$ cat config.mk
export PLATFORM = sky130hd
export DESIGN_NAME = approx_mul_sched
export DESIGN_NICKNAME = d
export VERILOG_FILES = /design/src/rtl/approx_mul_sched.sv
export SDC_FILE = /design/constraint.sdc
export NUM_CORES = 1
export LEC_CHECK = 0
export ABC_AREA = 1
export BUFFER_PORTS_ARGS = -buffer_cell sky130_fd_sc_hd__buf_2
export CAP_MARGIN = 0
export CORE_ASPECT_RATIO = 1.25
export CORE_MARGIN = 5
export CORE_UTILIZATION = 40
export CTS_CLUSTER_DIAMETER = 200
export DETAILED_ROUTE_END_ITERATION = 7
export HOLD_SLACK_MARGIN = 0.05
export PLACE_DENSITY_LB_ADDON = 0.1
export SLEW_MARGIN = 20
export SYNTH_ARGS = -nofsm -noshare
export SYNTH_HDL_FRONTEND = slang
export SYNTH_SLANG_ARGS = --single-unit
export TNS_END_PERCENT = 10
$ cat constraint.sdc
create_clock -name clk -period 3.7 [get_ports clk]
set_input_delay 0.37 -clock clk [delete_from_list [all_inputs] [get_ports clk]]
set_output_delay 0.37 -clock clk [all_outputs]
set_load 0.02 [all_outputs]
$ cat src/rtl/approx_mul_sched.sv
// ---------------------------------------------------------------------------
// approx_mul_sched
//
// Shares one 8x8 approximate multiplier datapath between two requesters.
// One operand pair is granted per cycle, round-robin when both requesters
// compete. Each issued pair is tagged with its requester ID. The tag travels
// through a tag pipe that is MUL_LAT deep, so it lines up with the returning
// product. The product is then steered into that requester's result FIFO.
// Issue is credit-limited: a requester may only be granted while its FIFO
// occupancy plus its in-flight tags is below DEPTH, so a returning product
// always finds space. An enable/drain FSM stops new issue when en falls and
// reports idle once the tag pipe has emptied.
//
// Ports
//   clk          in   1   clock, rising edge
//   rst          in   1   asynchronous reset, active low
//   en           in   1   1 = issue requests, 0 = stop issuing and drain
//   req_valid    in   2   per-requester operand valid
//   req_ready    out  2   one-hot grant, transfer when valid & ready
//   req_a0/b0    in   8   requester 0 operands
//   req_a1/b1    in   8   requester 1 operands
//   mul_issue    out  1   operands presented to the datapath this cycle
//   mul_a/mul_b  out  8   operands to the partial-product generator
//   mul_product  in   16  datapath result, valid MUL_LAT cycles after issue
//   rsp_valid    out  2   result FIFO i non-empty
//   rsp_ready    in   2   pop FIFO i head
//   rsp_prod0/1  out  16  FIFO heads, 0 when empty
//   idle         out  1   FSM in IDLE with nothing in flight
// ---------------------------------------------------------------------------
module approx_mul_sched #(
  parameter int MUL_LAT = 1,
  parameter int DEPTH   = 2
) (
  input  logic        clk,
  input  logic        rst,
  input  logic        en,
  input  logic [1:0]  req_valid,
  output logic [1:0]  req_ready,
  input  logic [7:0]  req_a0,
  input  logic [7:0]  req_b0,
  input  logic [7:0]  req_a1,
  input  logic [7:0]  req_b1,
  output logic        mul_issue,
  output logic [7:0]  mul_a,
  output logic [7:0]  mul_b,
  input  logic [15:0] mul_product,
  output logic [1:0]  rsp_valid,
  input  logic [1:0]  rsp_ready,
  output logic [15:0] rsp_prod0,
  output logic [15:0] rsp_prod1,
  output logic        idle
);

  localparam int PW = $clog2(DEPTH);
  localparam int CW = PW + 1;

  // The credit sum is one bit wider than the FIFO count, so it cannot wrap.
  localparam logic [CW:0] SUM_ONE = (CW+1)'(1);
  localparam logic [CW:0] SUM_LIM = (CW+1)'(DEPTH);

  typedef enum logic [1:0] {
    S_IDLE  = 2'd0,
    S_RUN   = 2'd1,
    S_DRAIN = 2'd2
  } state_t;

  state_t r_state;
  state_t w_state_nxt;

  logic                 r_rr;
  logic [MUL_LAT-1:0]   r_tag_vld;
  logic [MUL_LAT-1:0]   r_tag_id;

  logic [15:0]          r_mem [2][DEPTH];
  logic [PW-1:0]        r_wptr [2];
  logic [PW-1:0]        r_rptr [2];
  logic [CW-1:0]        r_cnt [2];

  logic [1:0][CW:0]     w_infl;
  logic [1:0][CW:0]     w_sum;
  logic [1:0]           w_elig;
  logic [1:0]           w_grant;
  logic                 w_pipe_empty;
  logic                 w_ret_vld;
  logic                 w_ret_id;
  logic [1:0]           w_push;
  logic [1:0]           w_pop;

  // ---- control FSM ---------------------------------------------------------
  always_ff @(posedge clk or negedge rst) begin
    if (!rst) begin
      r_state <= S_IDLE;
    end else begin
      r_state <= w_state_nxt;
    end
  end

  assign w_pipe_empty = ~|r_tag_vld;

  always_comb begin
    w_state_nxt = r_state;
    idle        = 1'b0;
    case (r_state)
      S_IDLE: begin
        idle = 1'b1;
        if (en) w_state_nxt = S_RUN;
      end
      S_RUN: begin
        if (!en) w_state_nxt = S_DRAIN;
      end
      S_DRAIN: begin
        if (en)                w_state_nxt = S_RUN;
        else if (w_pipe_empty) w_state_nxt = S_IDLE;
      end
      default: w_state_nxt = S_IDLE;
    endcase
  end

  // ---- credit check and arbitration ----------------------------------------
  // In-flight count includes the tag at the last stage even though its
  // product is being written this cycle; that is conservative and keeps the
  // credit check purely registered-state based.
  always_comb begin
    w_infl = '0;
    for (int k = 0; k < MUL_LAT; k++) begin
      if (r_tag_vld[k]) begin
        if (r_tag_id[k]) w_infl[1] = w_infl[1] + SUM_ONE;
        else             w_infl[0] = w_infl[0] + SUM_ONE;
      end
    end
  end

  always_comb begin
    w_sum  = '0;
    w_elig = '0;
    for (int i = 0; i < 2; i++) begin
      w_sum[i]  = {1'b0, r_cnt[i]} + w_infl[i];
      w_elig[i] = req_valid[i] & (r_state == S_RUN) & (w_sum[i] < SUM_LIM);
    end
  end

  always_comb begin
    w_grant = 2'b00;
    if (w_elig == 2'b11) w_grant = r_rr ? 2'b10 : 2'b01;
    else                 w_grant = w_elig;
  end

  assign req_ready = w_grant;
  assign mul_issue = |w_grant;

  always_comb begin
    mul_a = 8'd0;
    mul_b = 8'd0;
    if (w_grant[0]) begin
      mul_a = req_a0;
      mul_b = req_b0;
    end else if (w_grant[1]) begin
      mul_a = req_a1;
      mul_b = req_b1;
    end
  end

  // Pointer moves to the requester that was not just served.
  always_ff @(posedge clk or negedge rst) begin
    if (!rst) begin
      r_rr <= 1'b0;
    end else if (|w_grant) begin
      r_rr <= ~w_grant[1];
    end
  end

  // ---- tag pipe: stage 0 .. MUL_LAT-1 --------------------------------------
  always_ff @(posedge clk or negedge rst) begin
    if (!rst) begin
      r_tag_vld <= '0;
      r_tag_id  <= '0;
    end else begin
      r_tag_vld[0] <= |w_grant;
      r_tag_id[0]  <= w_grant[1];
      for (int k = 1; k < MUL_LAT; k++) begin
        r_tag_vld[k] <= r_tag_vld[k-1];
        r_tag_id[k]  <= r_tag_id[k-1];
      end
    end
  end

  assign w_ret_vld = r_tag_vld[MUL_LAT-1];
  assign w_ret_id  = r_tag_id[MUL_LAT-1];

  // ---- result FIFOs --------------------------------------------------------
  always_comb begin
    w_push = '0;
    w_pop  = '0;
    for (int i = 0; i < 2; i++) begin
      w_pop[i] = rsp_ready[i] & (r_cnt[i] != '0);
    end
    w_push[0] = w_ret_vld & ~w_ret_id;
    w_push[1] = w_ret_vld &  w_ret_id;
  end

  always_ff @(posedge clk or negedge rst) begin
    if (!rst) begin
      for (int i = 0; i < 2; i++) begin
        r_wptr[i] <= '0;
        r_rptr[i] <= '0;
        r_cnt[i]  <= '0;
      end
    end else begin
      for (int i = 0; i < 2; i++) begin
        if (w_push[i]) r_wptr[i] <= r_wptr[i] + PW'(1);
        if (w_pop[i])  r_rptr[i] <= r_rptr[i] + PW'(1);
        if (w_push[i] && !w_pop[i])      r_cnt[i] <= r_cnt[i] + CW'(1);
        else if (w_pop[i] && !w_push[i]) r_cnt[i] <= r_cnt[i] - CW'(1);
      end
    end
  end

  // Storage carries data only; emptiness is tracked by the counters, so the
  // array needs no reset.
  always_ff @(posedge clk) begin
    for (int i = 0; i < 2; i++) begin
      if (w_push[i]) r_mem[i][r_wptr[i]] <= mul_product;
    end
  end

  assign rsp_valid[0] = (r_cnt[0] != '0);
  assign rsp_valid[1] = (r_cnt[1] != '0);
  assign rsp_prod0    = rsp_valid[0] ? r_mem[0][r_rptr[0]] : 16'd0;
  assign rsp_prod1    = rsp_valid[1] ? r_mem[1][r_rptr[1]] : 16'd0;

endmodule
=== Yosys cells after proc, flatten, opt, wreduce, memory -nomap -nowiden ===
Memories as Yosys holds them, arrays and structs flattened.
Index checks and enable logic that the tools add are counted.

* Add/sub/neg operators: 10
* Magnitude comparators: 8
* Equal/unequal tests: 6
* Mux-type cells: 38
* Bitwise logic cells: 14
* Reduce and logical (&&, ||, !) cells: 18

{| class="wikitable"
|+ Operators by type and width
! operator !! number
|-
| 16-bit 2-to-1 mux || 10
|-
| 32-bit 2-to-1 mux || 4
|-
| 16-bit demux with 1-bit select || 2
|-
| 8-bit 2-to-1 mux || 4
|-
| 32-bit OR reduction || 1
|-
| 2-bit 2-to-1 mux || 10
|-
| 1-bit bitwise AND || 8
|-
| 2-bit greater-or-equal comparator (second input constant) || 4
|-
| 1-bit inverter with 2-bit output || 4
|-
| 2-bit nonzero test || 4
|-
| 2-bit by 3-bit adder with 3-bit output || 2
|-
| 1-bit logical AND || 6
|-
| 3-bit by 2-bit < comparator with 1-bit output (second input constant) || 2
|-
| 1-bit 2-to-1 mux || 6
|-
| 2-bit case mux with 3 select lines || 1
|-
| 1-bit adder (second input constant) || 4
|-
| 2-bit by 1-bit adder with 2-bit output (second input constant) || 2
|-
| 2-bit == test (second input constant) || 2
|-
| 1-bit zero test || 4
|-
| 2-bit by 1-bit < comparator with 1-bit output (second input constant) || 2
|-
| 4-bit 2-to-1 mux || 1
|-
| 2-bit inequality test (second input constant) || 2
|-
| 2-bit by 1-bit subtractor with 2-bit output (second input constant) || 2
|-
| 3-bit inequality test (second input constant) || 1
|-
| 5 further kinds || 6
|}

* Flip-flop bits (word level): 13
* Bits in writable memories: 64
* Bits of input ports: 55
* Output and inout port bits: 54
* Memories kept: 1

{| class="wikitable"
|+ Memories
! memory !! depth !! width !! rd ports !! clocked after Yosys merged registers in !! wr ports !! line !! RTL
|-
| r_mem || 2 || 32 || 2 || 0 || 1 || 74 || <nowiki>logic [15:0] r_mem [2][DEPTH];</nowiki>
|}

=== Logic depth before layout (Yosys ltp) ===
Gate-level depths: netlist of the first run.

* Depth after elaboration: 9
* Depth in mapped cells: 8
* Mapped depth without buffers: 8

=== Worst setup path after synthesis of the first run ===
OpenSTA, ideal clock, no wires.

* Path kind: register to output
* Start point: register r_cnt[0] (netlist name)
* End point: output rsp_prod1[0]
* Arrival: 1321 ps
* Data required time: 3330 ps
* Slack: 2009 ps
* Cell stages (with the launch flop): 6
* Buffers on the path: 1
* Path through: dfrtp_1 inv_1 nand2_1 inv_1 clkbuf_1 a21oi_1

* Cells in the longest elaborated chain, start to end: 2

{| class="wikitable"
|+ Ends and longest elaborated chain
! item !! line !! RTL
|-
| from (decl) || 77 || <nowiki>logic [CW-1:0] r_cnt [2];</nowiki>
|-
| from (signal, indexed assignment) || 212 || <nowiki>if (w_push[i] && !w_pop[i]) r_cnt[i] <= r_cnt[i] + CW'(1);</nowiki>
|-
| from (signal, indexed assignment) || 213 || <nowiki>else if (w_pop[i] && !w_push[i]) r_cnt[i] <= r_cnt[i] - CW'(1);</nowiki>
|-
| 2-bit nonzero test || 227 || <nowiki>assign rsp_valid[1] = (r_cnt[1] != '0);</nowiki>
|-
| via rsp_valid[1] || 47 || <nowiki>output logic [1:0] rsp_valid,</nowiki>
|-
| 16-bit 2-to-1 mux || 229 || <nowiki>assign rsp_prod1 = rsp_valid[1] ? r_mem[1][r_rptr[1]] : 16'd0;</nowiki>
|-
| to (decl) || 50 || <nowiki>output logic [15:0] rsp_prod1,</nowiki>
|}

The timed path passes the listed nets, and every way through them passes these cells.

=== Worst setup path in the final report of the first run ===
* Start point: register r_rptr[1] (netlist name)
* End point: output rsp_prod0[1]

* Cells in the longest elaborated chain, start to end: 5

{| class="wikitable"
|+ Ends and longest elaborated chain
! item !! line !! RTL
|-
| from (decl) || 76 || <nowiki>logic [PW-1:0] r_rptr [2];</nowiki>
|-
| from (signal, indexed assignment) || 211 || <nowiki>if (w_pop[i]) r_rptr[i] <= r_rptr[i] + PW'(1);</nowiki>
|-
| 1-bit inverter with 2-bit output (not written as such) || 228 || <nowiki>assign rsp_prod0 = rsp_valid[0] ? r_mem[0][r_rptr[0]] : 16'd0;</nowiki>
|-
| 16-bit 2-to-1 mux (not written as such) (3 in a row) || 228 ||
|-
| 16-bit 2-to-1 mux || 228 ||
|-
| to (decl) || 49 || <nowiki>output logic [15:0] rsp_prod0,</nowiki>
|}

No other way between the ends. The select of a mux whose other input is x is not followed.

==> results.md, run 1 <==
* Post-Syn Area per Cell at between 10 and 15 um^2
* Setup crit end: rsp_prod0[1]
* First-pass GRT wire length at between 10,000 and 15,000 um
* DR vias at ~2,500
* Setup TNS at 0 ns
* Clock Power Share at roughly a fifth
* Core Rows at 37
* Number of buffers created by CTS at 9
* P_sw at 1200 uW
* Mapped Cells at ~310
* Synth cell count leaders: nand2_1 (98), edfxtp_1 (64), a21oi_1 (33), nand3_1 (33), inv_1 (16)
* Grt total ovfl at 0
* Crit path max-delay family: buffers and inverters
* Crit-path cells: clkinv_1 -> nand2_1 -> a21oi_1 -> buf_2
* Register-to-register setup slack at around 1.9 ns
* Critical Path AT at roughly 2.2 ns
* Critical Path Start: r_rptr[1]
* Core area at just over 8000 um^2
* Share of post-route cells with drive strength above 1 at between 30 and 40%
* Synth cell types at 23
* Synth Area in Simple Gates at around a fifth
* Port buffer count at around 110
* FMAX at 0.387 GHz
* Initial antenna violation count at 0
* Sw frac at approximately 42%
* Hold Fails Final Rpt at 0
* Number of global-route vias before repair at approximately 2,600
* CTS tree: built
* Most common cell in the netlist: nand2_1
* Hpwl dp at 5500 um
* Yosys top cell area share at between 50% and 60%
* CP Launch Type: flip-flop
* H-tree Lvls at 3
* Mux share of post-synthesis cell area at 0%
* Required @ worst endpoint at roughly 3.3 ns
* Synth Warn # at 0
* Wire length per cell at between 10 and 15 um
* Clock-pin slew on the worst setup and hold paths at 0.08 ns
* Syn_nets at about 370
* RSZ-0062 raised after global routing: no
* Fin crit period at 2.58 ns
* Die H at 112 um
* Root buffer cell: clkbuf_8
* Max incr delay on CP at around 0.70 ns
* Tcrit/Tclk final at a little over two thirds
* Crit Reg-Reg Endpoint: r_rptr[1]
* Fin nets at about 480
* Number of synthesized register bits at 77
* Max Cap Viol at 0
* Final Non-Filler Cells at 524
* Ranking of synthesized cells by area: edfxtp_1 (57%), nand2_1 (11%), dfrtp_1 (9.7%), a21oi_1 (4.9%), nand3_1 (4.9%)
* Crit path depth at 4
* Slew headroom at 59.4%
* Power Density at about 700 nW/um^2
* All-Layer GR Usage at around 16%
* Drt first pass iters at 4
* Die Area at between 10,000 and 15,000 um^2
* Pin count of the biggest net entering global routing at 19
* Cell Area, Synth at ~3300 um^2
* Sequential fraction of design power at between 30% and 40%
* Async SR Flop Fraction at between 10% and 20%
* R2R cell count at 2
* P&R area growth vs syn at 24.3%
* Chip width at 91.8 um
* Post-synthesis compound-gate area fraction at approximately 5.1%
* Final RePlAce weighted congestion at a little over 0.7
* Critical-path top delay cell: dfrtp_1
* Crit-path max FO at 17
* Clock Path Buffers at 2
* 1st-iter DRT viols at 72
* Reg2reg start: r_rptr[1]
* Tightest Hold Check Type: in -> reg
* Internal power at approximately 1700 uW
* Largest area contributor in the netlist: edfxtp_1
* EDFF count, synth at 64
* P_leak at around 0.0019 uW
* Placed insts at roughly 500
* DRT antenna net count at 0
* Critical path buffers and inverters at 2
* Adder-Cell Fraction of Synth Area at less than 1%
* Combinational share of power at a little over two fifths
* Clock skew at roughly 0.006 ns
* Setup violators final at 0
* Ys flop type: edfxtp_1
* Crit end category: primary output
* Largest family of logic cells by synthesized area: simple AND/OR/NAND/NOR gates
* Routed vias/inst at approximately 4.7
* Worst VDD drop at approximately 0.00021 V
* Slew Limit Fails at 0
* Initial Utilization at 40.8%
* Worst slew pin tran at between 0.6 and 0.7 ns
* Synth Area in XOR/XNOR at under 10%
* # IOs at between 100 and 150
* CP Class: reg -> out
* Final wirelength at ~7800 um
* Seq/Total Area, Yosys at between 60 and 70%
* Diode count at 0
* Status: finished clean
* Worst-Skew Late Latency at ~0.34 ns
* Sink Count at between 70 and 80
* Remaining DRCs at 0
## per-stage QoR
step / setup slack, ns / hold WS [ns] / area, um^2 / util (%) / total power, uW
after floorplan: 2.01 / 0.0744 / 3340 / - / 1960
after global placement: 1.50 / 0.283 / 3970 / 48.4 / 2380
after detailed placement: 1.43 / 0.285 / 3970 / 48.4 / 2400
after CTS: 1.03 / 0.171 / 4160 / 50.7 / 2960
after global routing: 0.899 / 0.178 / 4160 / 50.7 / 3110
final: 1.12 / 0.193 / 4160 / 50.7 / 2900
## registers in the layout, indices dropped and copies added (netlist names)
name,cells
r_tag_id,1
r_wptr,2
r_rptr,2
r_state,2
r_mem,64
r_cnt,4
r_rr,1
r_tag_vld,1
## layer usage
| metal | share of wire (%) | GRT usage [%] | vias up | wire length (um) |
|---|---|---|---|---|
| met5 | 0 | 0 | - | 0 |
| met4 | 1.4 | 5.85 | 0 | 107 |
| met3 | 8.1 | 4.83 | 8 | 632 |
| met2 | 50 | 28.4 | 94 | 3880 |
| met1 | 41 | 17.7 | 1125 | 3180 |
| li1 | - | - | 1261 | - |
## layout by cell type (no fill, tap or decap), types with 3 or more instances in the layout
master / n
a21oi_1: 33
buf_2: 108
buf_4: 5
clkbuf_8: 11
clkinv_2: 5
dfrtp_1: 13
edfxtp_1: 64
inv_1: 16
inv_2: 3
nand2_1: 98
nand2_2: 3
nand3_1: 33
nor2_1: 14
xor2_1: 6
## final cells by class
type                       instances  area [um^2]
fill                             768         4040
clock buffer                      11          151
clock inverter                     5         25.0
inverter                          21         78.8
multi-input combinational        199          943
timing repair buffer             114          588
sequential                        77         2250
tap                               97          121
## what timing repair did
action | in CTS | in global routing
hold buffers | 1 | 0
setup buffers | 0 | 0
resized for setup | 0 | 0
endpoints found under the hold margin | 13 | 0
## worst register-to-register path, stage by stage (launching register included)
cell,delay (ns)
dfrtp_1,0.70
clkinv_1,0.65
xor2_1,0.33
## how the worst min path moves through the flow
stage | startpoint | end | slack, ns | cells past startpoint
after global placement | rst | r_state[0] | 0.28 | 1
final | en | r_state[1] | 0.19 | 2
after floorplan | rst | r_cnt[0] | 0.07 | 0
after CTS | en | r_state[1] | 0.17 | 2
after detailed placement | rst | r_state[0] | 0.29 | 1
after global routing | en | r_state[1] | 0.18 | 2
## power by group through the flow
stage | clock [uW] | combinational [uW] | sequential, uW
after CTS | 576 | 1250 | 1130
after floorplan | 0 | 852 | 1110
after global routing | 615 | 1350 | 1140
final | 555 | 1210 | 1130
after detailed placement | 0 | 1240 | 1150
after global placement | 0 | 1240 | 1150
## cells by family (layout without fill, tap and decap cells)
group | Yosys count | after routing
simple gates | 155 | 155
xor+xnor | 8 | 8
fa+ha+maj | 2 | 2
compound gates | 34 | 34
flops | 77 | 77
buf+inv | 33 | 151
(Power assumes the default switching activity.)
==> inputs of run 2 (changes only) <==
Clock period 3.7 ns to 2.5 ns, I/O delays scaled along.
==> run 2 against run 1 <==
Compared with the run above: hold slack got worse by 0.11 ns; final cell count rose by 0.38%; clock skew rose by 0.0042 ns; cell area rose by 1.3%; highest routed layer unchanged; register-to-register slack got worse by 0.98 ns; first-iteration DRC count fell by 18%; die area did not move.
==> results.md, run 2 (synthesis gave the netlist of run 1 again) <==
* Status: finished clean
* Setup TNS at 0 ns
* Crit end category: primary output
* Core area at 8190 um^2
* Root buffer cell: clkbuf_8
* Wire length per cell at roughly 14 um
* Pin count of the biggest net entering global routing at 19
* Wire length on met3 at 646 um
* Setup violators final at 0
* Port buffer count at ~110
* Hold Fails Final Rpt at 0
* Power Density at approximately 1100 nW/um^2
* H-tree Lvls at 3
* Final RePlAce weighted congestion at between 0.7 and 0.8
* Clock Path Buffers at 2
* Drt first pass iters at 4
* WHS Path Cells at 2
* Sink Count at 77
* Critical-path top delay cell: inv_1
* FF/Latch Area at 2250 um^2
* Register-to-register setup slack at between 0.9 and 1 ns
* Routed vias/inst at ~4.8
* DRT antenna net count at 0
* Commonest cells after routing, fill and taps aside: buf_2 (108), nand2_1 (98), edfxtp_1 (64), a21oi_1 (33), nand3_1 (33)
* Core Rows at 37
* Die H at between 100 and 150 um
* CP Launch Type: flip-flop
* FMAX at roughly 0.49 GHz
* P&R area growth vs syn at 25.9%
* Most frequent CP cell: inv_1
* Max Used Layer: met4
* Multi-input gate area at 943 um^2
* Worst-Skew Late Latency at ~0.34 ns
* Final wirelength at roughly 7600 um
* Fin nets at 481
* Worst slew pin tran at about 0.62 ns
* Die Area at roughly 10,000 um^2
* Commonest non-fill, non-tap cell in the layout: buf_2
* Reg2reg start: r_tag_vld
* Worst VDD drop at roughly 0.00043 V
* WL met2 at 4000 um
* Largest register FFs at between 60 and 70
* Crit-path cells: inv_1 -> nand2_1 -> inv_1 -> a21oi_1 -> buf_2
* Clock-pin slew on the worst setup and hold paths at 0.08 ns
* First-pass GRT wire length at 12,600 um
* DP Worst Slack at 0.793 ns
* R2R cell count at 3
* Max incr delay on CP at between 0.4 and 0.5 ns
* Required @ worst endpoint at roughly 2.3 ns
* Share of post-route cells with drive strength above 1 at roughly a third
* Number of global-route vias before repair at 2,628
* Initial Utilization at 40.8%
* Slew Limit Fails at 0
* Chip width at around 92 um
* PnR worst setup slack at 0.459 ns
* CP Class: reg -> out
* DR vias at between 2,000 and 3,000
* P_leak at between 0.0015 and 0.002 uW
* Crit Reg-Reg Endpoint: r_mem[0][35]
* Clock skew at around 0.010 ns
* All-Layer GR Usage at 15.5%
* Hpwl dp at around 5600 um
* Fin crit period at 2.04 ns
* Remaining DRCs at 0
* Critical Path Start: r_cnt[2]
* 1st-iter DRT viols at 59
* Number of buffers created by CTS at 9
* Tightest Hold Check Type: in -> reg
* Diode count at 0
* # IOs at 109
* Hold path start: en
* Initial antenna violation count at 0
* CTS tree: built
* Critical Path AT at ~1.8 ns
* Tcrit/Tclk final at approximately four fifths
* Worst Hold Path EP: r_state[1]
* Crit-path max FO at 16
* Fillers at 761
* Core Util, Final at about 51%
* Max Cap Viol at 0
* DRT met1 WL at approximately 2900 um
* Grt total ovfl at 0
* RSZ-0062 raised after global routing: no
* Slew headroom at 58.8%
-- run 2: cell count changes in the layout (fill, tap and decap cells not counted) --
cell | before | now
inv_6 | 0 | 1
bufinv_16 | 0 | 2
clkbuf_8 | 11 | 9
clkinv_4 | 0 | 1
clkinv_2 | 5 | 1
clkinv_1 | 2 | 3
clkbuf_1 | 0 | 1
buf_4 | 5 | 7
-- run 2: worst max path at each step --
stage | endpoint | slack (ns)
after floorplan | r_mem[0][32] | 0.87
after global placement | rsp_prod0[8] | 0.83
after detailed placement | rsp_prod0[1] | 0.79
after CTS | rsp_prod0[1] | 0.41
after global routing | mul_issue | 0.32
final | rsp_prod0[1] | 0.46
-- run 2: through the flow --
stage          hold slack (ns)  total power (uW)  cells  instance area, um^2
2_1_floorplan          -0.0456              2910    309                 3340
3_3_place_gp             0.160              3530    509                 3980
3_5_place_dp             0.165              3560    509                 3980
4_1_cts                 0.0633              4560    526                 4210
5_1_grt                 0.0687              4800    526                 4210
6_report                0.0839              4490    526                 4210
-- run 2: worst max-delay path: cells and delay by family (launching register included) --
family | cells | cell delay [ns]
flip-flops | 1 | 0.41
buffers and inverters | 3 | 0.81
AO/OA/AOI/OAI | 1 | 0.13
AND/OR/NAND/NOR | 1 | 0.12
-- run 2: per-layer routing --
metal / up-vias / global-route usage [%]
met5: - / 0
met4: 0 / 4.76
met3: 7 / 3.95
met2: 106 / 28.3
met1: 1145 / 17.6
li1: 1265 / -
-- run 2: timing repair --
item	in CTS	in global routing
gates resized for setup	0	0
setup buffers	0	0
hold endpoints to repair	13	0
hold buffers	1	0
-- run 2: final cells by class --
class / instances / share of cell area (%)
clock buffer: 10 / 3.03
clock inverter: 6 / 2.05
inverter: 21 / 1.87
multi-input combinational: 199 / 22.4
sequential: 77 / 53.4
tap: 97 / 2.88
timing repair buffer: 116 / 14.3
-- run 2: power breakdown --
| part | internal (uW) | leakage [uW] | switching [uW] | total [uW] |
|---|---|---|---|---|
| registers | 1560 | 0.000737 | 70.4 | 1630 |
| clock network | 563 | 0.000108 | 438 | 1000 |
| logic | 556 | 0.00109 | 1300 | 1850 |
